==> config.mk <==
export PLATFORM = sky130hd
export DESIGN_NAME = if_stage
export DESIGN_NICKNAME = d
export VERILOG_FILES = /design/src/rtl/if_stage.sv
export SDC_FILE = /design/constraint.sdc
export NUM_CORES = 1
export LEC_CHECK = 0
export BUFFER_PORTS_ARGS = -buffer_cell sky130_fd_sc_hd__clkbuf_2
export CORE_ASPECT_RATIO = 0.6
export CORE_MARGIN = 2
export CORE_UTILIZATION = 43
export CTS_BUF_LIST = sky130_fd_sc_hd__clkbuf_8
export DETAILED_ROUTE_END_ITERATION = 16
export GPL_ROUTABILITY_DRIVEN = 0
export MAX_ROUTING_LAYER = met4
export PLACE_DENSITY = 0.7
export SLEW_MARGIN = 20
export SYNTH_ARGS = -nofsm -noshare
export SYNTH_HDL_FRONTEND = slang
export SYNTH_SLANG_ARGS = --single-unit
export TNS_END_PERCENT = 10
==> constraint.sdc <==
create_clock -name clk -period 2.4 [get_ports clk]
set_input_delay 0.12 -clock clk [delete_from_list [all_inputs] [get_ports clk]]
set_output_delay 0.12 -clock clk [all_outputs]
set_load 0.005 [all_outputs]
==> src/rtl/if_stage.sv <==
// Instruction fetch: owns the PC, issues imem requests, and fills the IF/ID register.
// Latency: fetched word appears in IF/ID on the edge that completes the request; sustains 1/cycle.
// Backpressure: stall holds PC and IF/ID; a word returned during stall parks in a one-entry skid buffer.
//
// Ports: clk/rst (sync, active-high); stall from the hazard unit; PCSrc plus the ID-stage imm16,
// instr_index and rs value select the redirect target; imem_req/imem_addr/imem_rdata/imem_ready
// form the fetch handshake; ifid_instr/ifid_pc4/ifid_valid feed decode.
module if_stage #(
    parameter int              PC_W     = 32,
    parameter logic [PC_W-1:0] RESET_PC = '0
) (
    input  logic            clk,
    input  logic            rst,
    input  logic            stall,
    input  logic [1:0]      PCSrc,
    input  logic [15:0]     id_imm16,
    input  logic [25:0]     id_instr_index,
    input  logic [31:0]     id_rs_value,
    output logic            imem_req,
    output logic [PC_W-1:0] imem_addr,
    input  logic [31:0]     imem_rdata,
    input  logic            imem_ready,
    output logic [31:0]     ifid_instr,
    output logic [PC_W-1:0] ifid_pc4,
    output logic            ifid_valid
);

    typedef enum logic [1:0] {IDLE, REQ, HELD} state_t;

    state_t          state_q, state_d;
    logic [PC_W-1:0] pc_q, pc_d;
    logic [PC_W-1:0] req_addr_q, req_addr_d;
    logic            squash_q, squash_d;
    logic [31:0]     ifid_instr_q, ifid_instr_d;
    logic [PC_W-1:0] ifid_pc4_q, ifid_pc4_d;
    logic            ifid_valid_q, ifid_valid_d;
    logic [31:0]     hold_instr_q, hold_instr_d;
    logic [PC_W-1:0] hold_pc4_q, hold_pc4_d;

    logic [PC_W-1:0] pc_plus4;
    logic [PC_W-1:0] target;
    logic            redirect;
    logic            unused_rs_low;

    assign unused_rs_low = ^id_rs_value[1:0];

    assign pc_plus4 = pc_q + PC_W'(4);

    // The ID instruction only resolves once it is real and not held by the hazard unit.
    assign redirect = ifid_valid_q & ~stall & (PCSrc != 2'b00);

    always_comb begin
        target = pc_plus4;
        case (PCSrc)
            2'b01:   target = ifid_pc4_q + {{(PC_W-18){id_imm16[15]}}, id_imm16, 2'b00};
            2'b10:   target = {ifid_pc4_q[PC_W-1:28], id_instr_index, 2'b00};
            2'b11:   target = {id_rs_value[PC_W-1:2], 2'b00};
            default: target = pc_plus4;
        endcase
    end

    // State register and all datapath registers.
    always_ff @(posedge clk) begin
        if (rst) begin
            state_q      <= IDLE;
            pc_q         <= RESET_PC;
            req_addr_q   <= RESET_PC;
            squash_q     <= 1'b0;
            ifid_instr_q <= '0;
            ifid_pc4_q   <= '0;
            ifid_valid_q <= 1'b0;
            hold_instr_q <= '0;
            hold_pc4_q   <= '0;
        end else begin
            state_q      <= state_d;
            pc_q         <= pc_d;
            req_addr_q   <= req_addr_d;
            squash_q     <= squash_d;
            ifid_instr_q <= ifid_instr_d;
            ifid_pc4_q   <= ifid_pc4_d;
            ifid_valid_q <= ifid_valid_d;
            hold_instr_q <= hold_instr_d;
            hold_pc4_q   <= hold_pc4_d;
        end
    end

    // Next-state and datapath next values.
    always_comb begin
        state_d      = state_q;
        pc_d         = pc_q;
        req_addr_d   = req_addr_q;
        squash_d     = squash_q;
        ifid_instr_d = ifid_instr_q;
        ifid_pc4_d   = ifid_pc4_q;
        ifid_valid_d = ifid_valid_q;
        hold_instr_d = hold_instr_q;
        hold_pc4_d   = hold_pc4_q;
        case (state_q)
            IDLE: begin
                state_d    = REQ;
                req_addr_d = pc_q;
            end
            REQ: begin
                if (imem_ready) begin
                    if (redirect || squash_q) begin
                        // Returned word is on the wrong path; re-issue at the target.
                        ifid_valid_d = 1'b0;
                        squash_d     = 1'b0;
                        if (redirect) begin
                            pc_d       = target;
                            req_addr_d = target;
                        end else begin
                            req_addr_d = pc_q;
                        end
                    end else if (stall) begin
                        hold_instr_d = imem_rdata;
                        hold_pc4_d   = pc_plus4;
                        state_d      = HELD;
                    end else begin
                        ifid_instr_d = imem_rdata;
                        ifid_pc4_d   = pc_plus4;
                        ifid_valid_d = 1'b1;
                        pc_d         = pc_plus4;
                        req_addr_d   = pc_plus4;
                    end
                end else begin
                    // Address must stay put until the request completes, so a redirect
                    // only retargets pc and marks the in-flight word for discard.
                    if (redirect) begin
                        pc_d         = target;
                        squash_d     = 1'b1;
                        ifid_valid_d = 1'b0;
                    end else if (!stall) begin
                        ifid_valid_d = 1'b0;
                    end
                end
            end
            HELD: begin
                if (!stall) begin
                    state_d = REQ;
                    if (redirect) begin
                        ifid_valid_d = 1'b0;
                        pc_d         = target;
                        req_addr_d   = target;
                    end else begin
                        ifid_instr_d = hold_instr_q;
                        ifid_pc4_d   = hold_pc4_q;
                        ifid_valid_d = 1'b1;
                        pc_d         = hold_pc4_q;
                        req_addr_d   = hold_pc4_q;
                    end
                end
            end
            default: state_d = IDLE;
        endcase
    end

    // Outputs.
    always_comb begin
        imem_req   = (state_q == REQ);
        imem_addr  = {req_addr_q[PC_W-1:2], 2'b00};
        ifid_instr = ifid_instr_q;
        ifid_pc4   = ifid_pc4_q;
        ifid_valid = ifid_valid_q;
    end

endmodule

==> flow_metrics.env, run 1 <==
export IMPL_outcome="complete, but fails checks"
export IMPL_violations="design-rule violations, negative setup slack"
export IMPL_cap_violations=0
export IMPL_synth_edf_count=0
export IMPL_die_h_um=135
export IMPL_die_x_um=222
export IMPL_tightest_slew_ns=0.724
export IMPL_hold_ws_ns=0.0928
export IMPL_port_buffers=205
export IMPL_antenna_found_initial=1
export IMPL_htree_levels=4
export IMPL_clkTransAtPathRegs_ns=0.10
export IMPL_setup_viol=39
export IMPL_cts_tree="built"
export IMPL_p_leak_nw=6.43
export IMPL_fp_row_count=47
export IMPL_vias=14152
export IMPL_drtIter0Drc=1642
export IMPL_peakVddDrop_uv=315
export IMPL_multiInputGateArea_um2=8200
export IMPL_seq_area_um2=3890
export IMPL_critical_path_max_stage_delay_ns=0.37
export IMPL_critPathCaptureType="register"
export IMPL_synth_area_leaders="dfxtp_1 32%, nand2_1 7.7%, a21oi_1 6.3%"
export IMPL_dieArea_um2=29800
export IMPL_grt_ovfl_total=0
export IMPL_slowest_stage="a211o_4"
export IMPL_critPathKind="register to register"
export IMPL_clockBufferDepth=2
export IMPL_wl_mm=46.1
export IMPL_whs_path_depth=5
export IMPL_crit_fanout=5
export IMPL_post_route_period_util_pct=117
export IMPL_cts_root_buf="clkbuf_8"
export IMPL_synth_top_area_cell="dfxtp_1"
export IMPL_path_cells="ha_4 -> inv_2 -> fa_2 -> nor2b_4 -> o2111ai_2 -> a31oi_2 -> a211o_4 -> a311oi_4 -> buf_4 -> o211ai_1 -> xor2_1 -> nand3_1 -> a211oi_2"
export IMPL_post_route_util_pct=58.5
export IMPL_drv_slew=0
export IMPL_grt_pass1_vias=13170
export IMPL_reg2reg_depth=13
export IMPL_remaining_drc_errors=3
export IMPL_yosysWarnings=0
export IMPL_place_area_um2=14900
export IMPL_reg2reg_from="ifid_pc4[2]"
export IMPL_syn_mean_instance_area_um2=7.25
export IMPL_areaGrowthSynthToFinish_pct=32.8
export IMPL_nets=2168
export IMPL_syn_area_um2=12200
export IMPL_finalCriticalPeriod_ns=2.81
export IMPL_dp_cells=2324
export IMPL_core_area_um2=27800
export IMPL_grt_pass1_wl_mm=70.8
export IMPL_wl_per_cell_um=19.2
export IMPL_finalSetupTns_ns=-6.21
export IMPL_async_flop_share_pct=0
export IMPL_skew_ns=0.0148
export IMPL_fillers=2617
export IMPL_final_area_um2=16200
export IMPL_crit_arrival_ns=3.24
export IMPL_grt_start_max_net_pins=123
export IMPL_grtUsageTotal_pct=30.7
export IMPL_grt_setup_unrepaired="true"
export IMPL_final_antenna_net_count=0
export IMPL_ys_ff_latch=194
export IMPL_final_cells=2401
export IMPL_synth_most_common_cell="nand2_1"
export IMPL_synthTopCellsByCount="251 x nand2_1, 198 x nor2_1, 194 x dfxtp_1"
export IMPL_cp_start_kind="register"
export IMPL_synth_ff_type="dfxtp_1"
export IMPL_hold_viol=0
export IMPL_dr_pass1_iters=11
export IMPL_power_density_nw_per_um2=584
export IMPL_layout_setup_ws_ns=-0.414
export IMPL_clock_sink_count=194
export IMPL_viasPerCell=5.89
export IMPL_synth_yosys_seq_area_share_pct=31.8
export IMPL_dp_hpwl_mm=32.7
export IMPL_relSlewSlack_pct=51.6
export IMPL_max_freq_mhz=355
export IMPL_clock_latency_ns=0.50
export IMPL_worstHoldStart="id_instr_index[24]"
export IMPL_crit_path_start="ifid_pc4[2]"
export IMPL_io_pins=210
export IMPL_ys_types=70
export IMPL_numCtsBuffers=17
export IMPL_syn_inst=1685
export IMPL_drive_above_1_share_pct=27.9
export IMPL_netlist_area_leader_share_pct=31.8
export IMPL_worstPathRequired_ns=2.82
export IMPL_min_path_type="input pin to register"
export IMPL_initial_utilization_pct=44.0
## worst max-delay path: cells and delay by family (launching register included)
kind	cells	cell delay (ns)
XOR/XNOR	1	0.24
adder cells (fa/ha/maj)	2	0.37
flip-flops	1	0.35
AO/OA/AOI/OAI	6	1.34
AND/OR/NAND/NOR	2	0.18
buffers and inverters	2	0.24
## power breakdown
group	internal (W)	switching, W
Sequential	0.00355	0.000254
Combinational	0.00139	0.00199
Clock	0.00102	0.00127
## stage by stage
stage	setup WS, ns	total power, W
2_1_floorplan	-0.182	0.00560
3_3_place_gp	-0.524	0.00688
3_5_place_dp	-0.600	0.00697
4_1_cts	-0.343	0.00935
5_1_grt	-0.500	0.00996
6_report	-0.414	0.00948
## sequential cells by signal, summed over array words and instances (netlist names), named ones only
signal	flops
ifid_pc4	32
squash_q	1
hold_instr_q	32
pc_q	30
ifid_valid	1
state_q	2
hold_pc4_q	32
req_addr_q	30
ifid_instr	32
## layout by cell type (no fill, tap or decap), types with 21 or more instances in the layout
cell type,n
dlygate4sd3_1,35
a21oi_1,140
o21ai_0,128
nand3_1,37
nor3_1,41
xor2_1,21
nor2_1,193
mux2i_1,57
xnor2_1,29
dfxtp_1,190
nand2_1,249
clkbuf_2,204
a211oi_1,84
buf_4,217
inv_1,21
o211ai_1,24
ha_1,26
## timing repair
action / 4_1_cts / 5_1_grt
hold buffers: 35 / 0
gates resized for setup: 46 / 71
endpoints found under the setup margin: 50 / 69
pin swaps: 39 / 31
buffers inserted: 3 / 6
endpoints found under the hold margin: 76 / 0
## routing by layer
layer / track usage [%] / vias to the layer above / part of all wire [%]
li1: - / 6677 / -
met1: 42.0 / 6615 / 44
met2: 45.1 / 762 / 44
met3: 6.61 / 98 / 10
met4: 10.0 / 0 / 2.6
met5: - / - / 0
## cell families (layout without fill, tap and decap cells)
| group | Yosys count | in the layout | share of synthesized area [%] |
|---|---|---|---|
| flip-flops | 194 | 194 | 31.8 |
| adder cells (fa/ha/maj) | 36 | 36 | 3.75 |
| XOR/XNOR | 52 | 52 | 3.73 |
| buffers and inverters | 173 | 520 | 5.58 |
| AO/OA/AOI/OAI | 545 | 545 | 27.8 |
| multiplexers | 62 | 62 | 5.11 |
| AND/OR/NAND/NOR | 622 | 622 | 22.3 |
| other | 1 | 3 | 0.0307 |
## worst paths after layout
check / endpoint / slack, ns
worst max register to register: pc_q[26] / -0.41
worst min register to register: hold_instr_q[0] / 0.46
worst max-delay path: pc_q[26] / -0.41
worst min-delay path: req_addr_q[26] / 0.09
## cell type report
| cell class | instances | share of cell area, % |
|---|---|---|
| Clock buffer | 17 | 1.44 |
| Timing Repair Buffer | 467 | 19.7 |
| Clock inverter | 15 | 1.04 |
| Inverter | 21 | 0.486 |
| Tap cell | 367 | 2.83 |
| Sequential cell | 194 | 24.0 |
| Antenna cell | 1 | 0.0154 |
| Multi-Input combinational cell | 1319 | 50.5 |
No activity file was read; power rests on OpenSTA's default activity.
==> run 2: changes to the inputs <==
CORE_UTILIZATION = 45   (was 43)
PLACE_DENSITY = 0.73   (was 0.7)
==> flow_metrics.env, run 2 (synthesis results as in run 1) <==
export IMPL_power_frac_clock_pct=26.9
export IMPL_vias=14189
export IMPL_grt_setup_unrepaired="true"
export IMPL_htree_levels=4
export IMPL_grtUsageTotal_pct=32.4
export IMPL_cp_num_buf_inv=1
export IMPL_fp_row_count=46
export IMPL_grt_pass1_vias=13257
export IMPL_dp_slack_ns=-0.582
export IMPL_post_route_period_util_pct=117
export IMPL_clock_sink_count=194
export IMPL_io_pins=210
export IMPL_reg2reg_depth=12
export IMPL_layout_commonest_cell="nand2_1"
export IMPL_path_cells="ha_4 -> inv_2 -> fa_2 -> nor2b_4 -> o2111ai_4 -> a31oi_4 -> a211o_4 -> a311oi_4 -> xor2_1 -> o211ai_1 -> a221oi_2 -> nor4_1"
export IMPL_critical_path_max_stage_delay_ns=0.40
export IMPL_core_area_um2=26500
export IMPL_min_path_type="input pin to register"
export IMPL_crit_fanout=6
export IMPL_setup_viol=44
export IMPL_numCtsBuffers=17
export IMPL_power_density_nw_per_um2=605
export IMPL_die_h_um=132
export IMPL_dr_pass1_iters=6
export IMPL_grt_pass1_wl_mm=71.5
export IMPL_cp_depth=12
export IMPL_remaining_drc_errors=0
export IMPL_viasPerCell=5.94
export IMPL_most_common_layout_cells="251 x nand2_1, 212 x buf_4, 204 x clkbuf_2"
export IMPL_final_antenna_net_count=0
export IMPL_seq_area_um2=3890
export IMPL_whs_path_depth=5
export IMPL_tightest_slew_ns=0.626
export IMPL_slowest_stage="a311oi_4"
export IMPL_grt_start_max_net_pins=85
export IMPL_dp_hpwl_mm=32.6
export IMPL_worstPathRequired_ns=2.80
export IMPL_multiInputGateArea_um2=8110
export IMPL_hold_viol=0
export IMPL_layout_setup_ws_ns=-0.402
export IMPL_areaGrowthSynthToFinish_pct=32.5
export IMPL_cts_root_buf="clkbuf_8"
export IMPL_cts_tree="built"
export IMPL_skew_ns=0.0253
export IMPL_wl_per_cell_um=19.1
export IMPL_switchingPower_w=0.00353
export IMPL_critPathKind="register to register"
export IMPL_max_freq_mhz=357
export IMPL_finalCriticalPeriod_ns=2.80
export IMPL_port_buffers=205
export IMPL_wl_mm=45.6
export IMPL_critPathCaptureType="register"
export IMPL_antenna_cells=0
export IMPL_cp_start_kind="register"
export IMPL_crit_arrival_ns=3.20
export IMPL_initial_utilization_pct=46.1
export IMPL_clock_latency_ns=0.53
export IMPL_grt_ovfl_total=0
export IMPL_final_area_um2=16200
export IMPL_p_comb_share_pct=34.2
export IMPL_nets=2164
export IMPL_clockBufferDepth=2
export IMPL_peakVddDrop_uv=323
export IMPL_antenna_found_initial=0
export IMPL_relSlewSlack_pct=57.8
export IMPL_die_x_um=217
export IMPL_dieArea_um2=28500
export IMPL_clkTransAtPathRegs_ns=0.11
export IMPL_power_frac_seq_pct=38.8
export IMPL_critPathTopFamily="compound AO/OA/AOI/OAI gates"
export IMPL_hold_ws_ns=0.0606
export IMPL_cap_violations=0
export IMPL_violations="negative setup slack"
export IMPL_drive_above_1_share_pct=27.0
export IMPL_drtIter0Drc=1658
export IMPL_p_int_w=0.00627
export IMPL_outcome="complete, but fails checks"
export IMPL_fillers=2381
export IMPL_switching_share_pct=36.1
export IMPL_drv_slew=0
export IMPL_p_leak_nw=6.46
export IMPL_place_area_um2=14900
==> run 2: routing by layer <==
metal / vias to the layer above / wire (µm) / GRT usage, %
met5: - / 0 / -
met4: 0 / 1330 / 11.7
met3: 106 / 4470 / 5.95
met2: 744 / 19900 / 46.6
met1: 6665 / 19900 / 45.1
li1: 6674 / - / -
==> run 2: cell type report <==
| cell class | count | share of cell area (%) |
|---|---|---|
| multi-input cells | 1319 | 50.1 |
| flip-flops and latches | 194 | 24.0 |
| repair buffers | 463 | 19.7 |
| well taps | 360 | 2.78 |
| clock buffers | 20 | 1.70 |
| clock inverters | 12 | 1.24 |
| inverters | 21 | 0.487 |
==> run 2: path summary, 6_finish.rpt <==
kind | start | endpoint | slack, ns
max | ifid_pc4[2] | req_addr_q[22] | -0.40
min | id_rs_value[31] | req_addr_q[31] | 0.06
max reg2reg | ifid_pc4[2] | req_addr_q[22] | -0.40
min reg2reg | hold_instr_q[9] | hold_instr_q[9] | 0.46
==> run 2: tightest hold or removal path, delay by kind of cell <==
| kind | cells | cell delay (ns) |
|---|---|---|
| mux | 1 | 0.08 |
| compound gates | 1 | 0.09 |
| simple gates | 2 | 0.19 |
| buf+inv | 1 | 0.08 |
==> run 2: power by group through the flow <==
stage	logic (W)	registers (W)	clock network (W)
CTS	0.00319	0.00379	0.00267
global placement	0.00304	0.00385	0
global route	0.00364	0.00384	0.00278
finish	0.00335	0.00381	0.00264
floorplan	0.00179	0.00381	0
detailed placement	0.00311	0.00386	0
==> run 2: what timing repair did <==
item / CTS / global route
gates cloned: 0 / 0
resized for setup: 33 / 67
setup endpoints to repair: 54 / 88
hold endpoints to repair: 81 / 0
hold buffers: 34 / 0
pin swaps: 35 / 29
setup buffers: 3 / 3
==> run 2: through the flow <==
step / setup TNS (ns) / util (%) / cells / total power [W]
3_3_place_gp: -10.86 / 56.2 / 2317 / 0.00689
3_5_place_dp: -12.78 / 56.2 / 2317 / 0.00697
2_1_floorplan: -1.18 / - / 1686 / 0.00560
4_1_cts: -7.21 / 60.0 / 2386 / 0.00965
6_report: -8.14 / 61.0 / 2389 / 0.00980
5_1_grt: -14.38 / 61.0 / 2389 / 0.0103
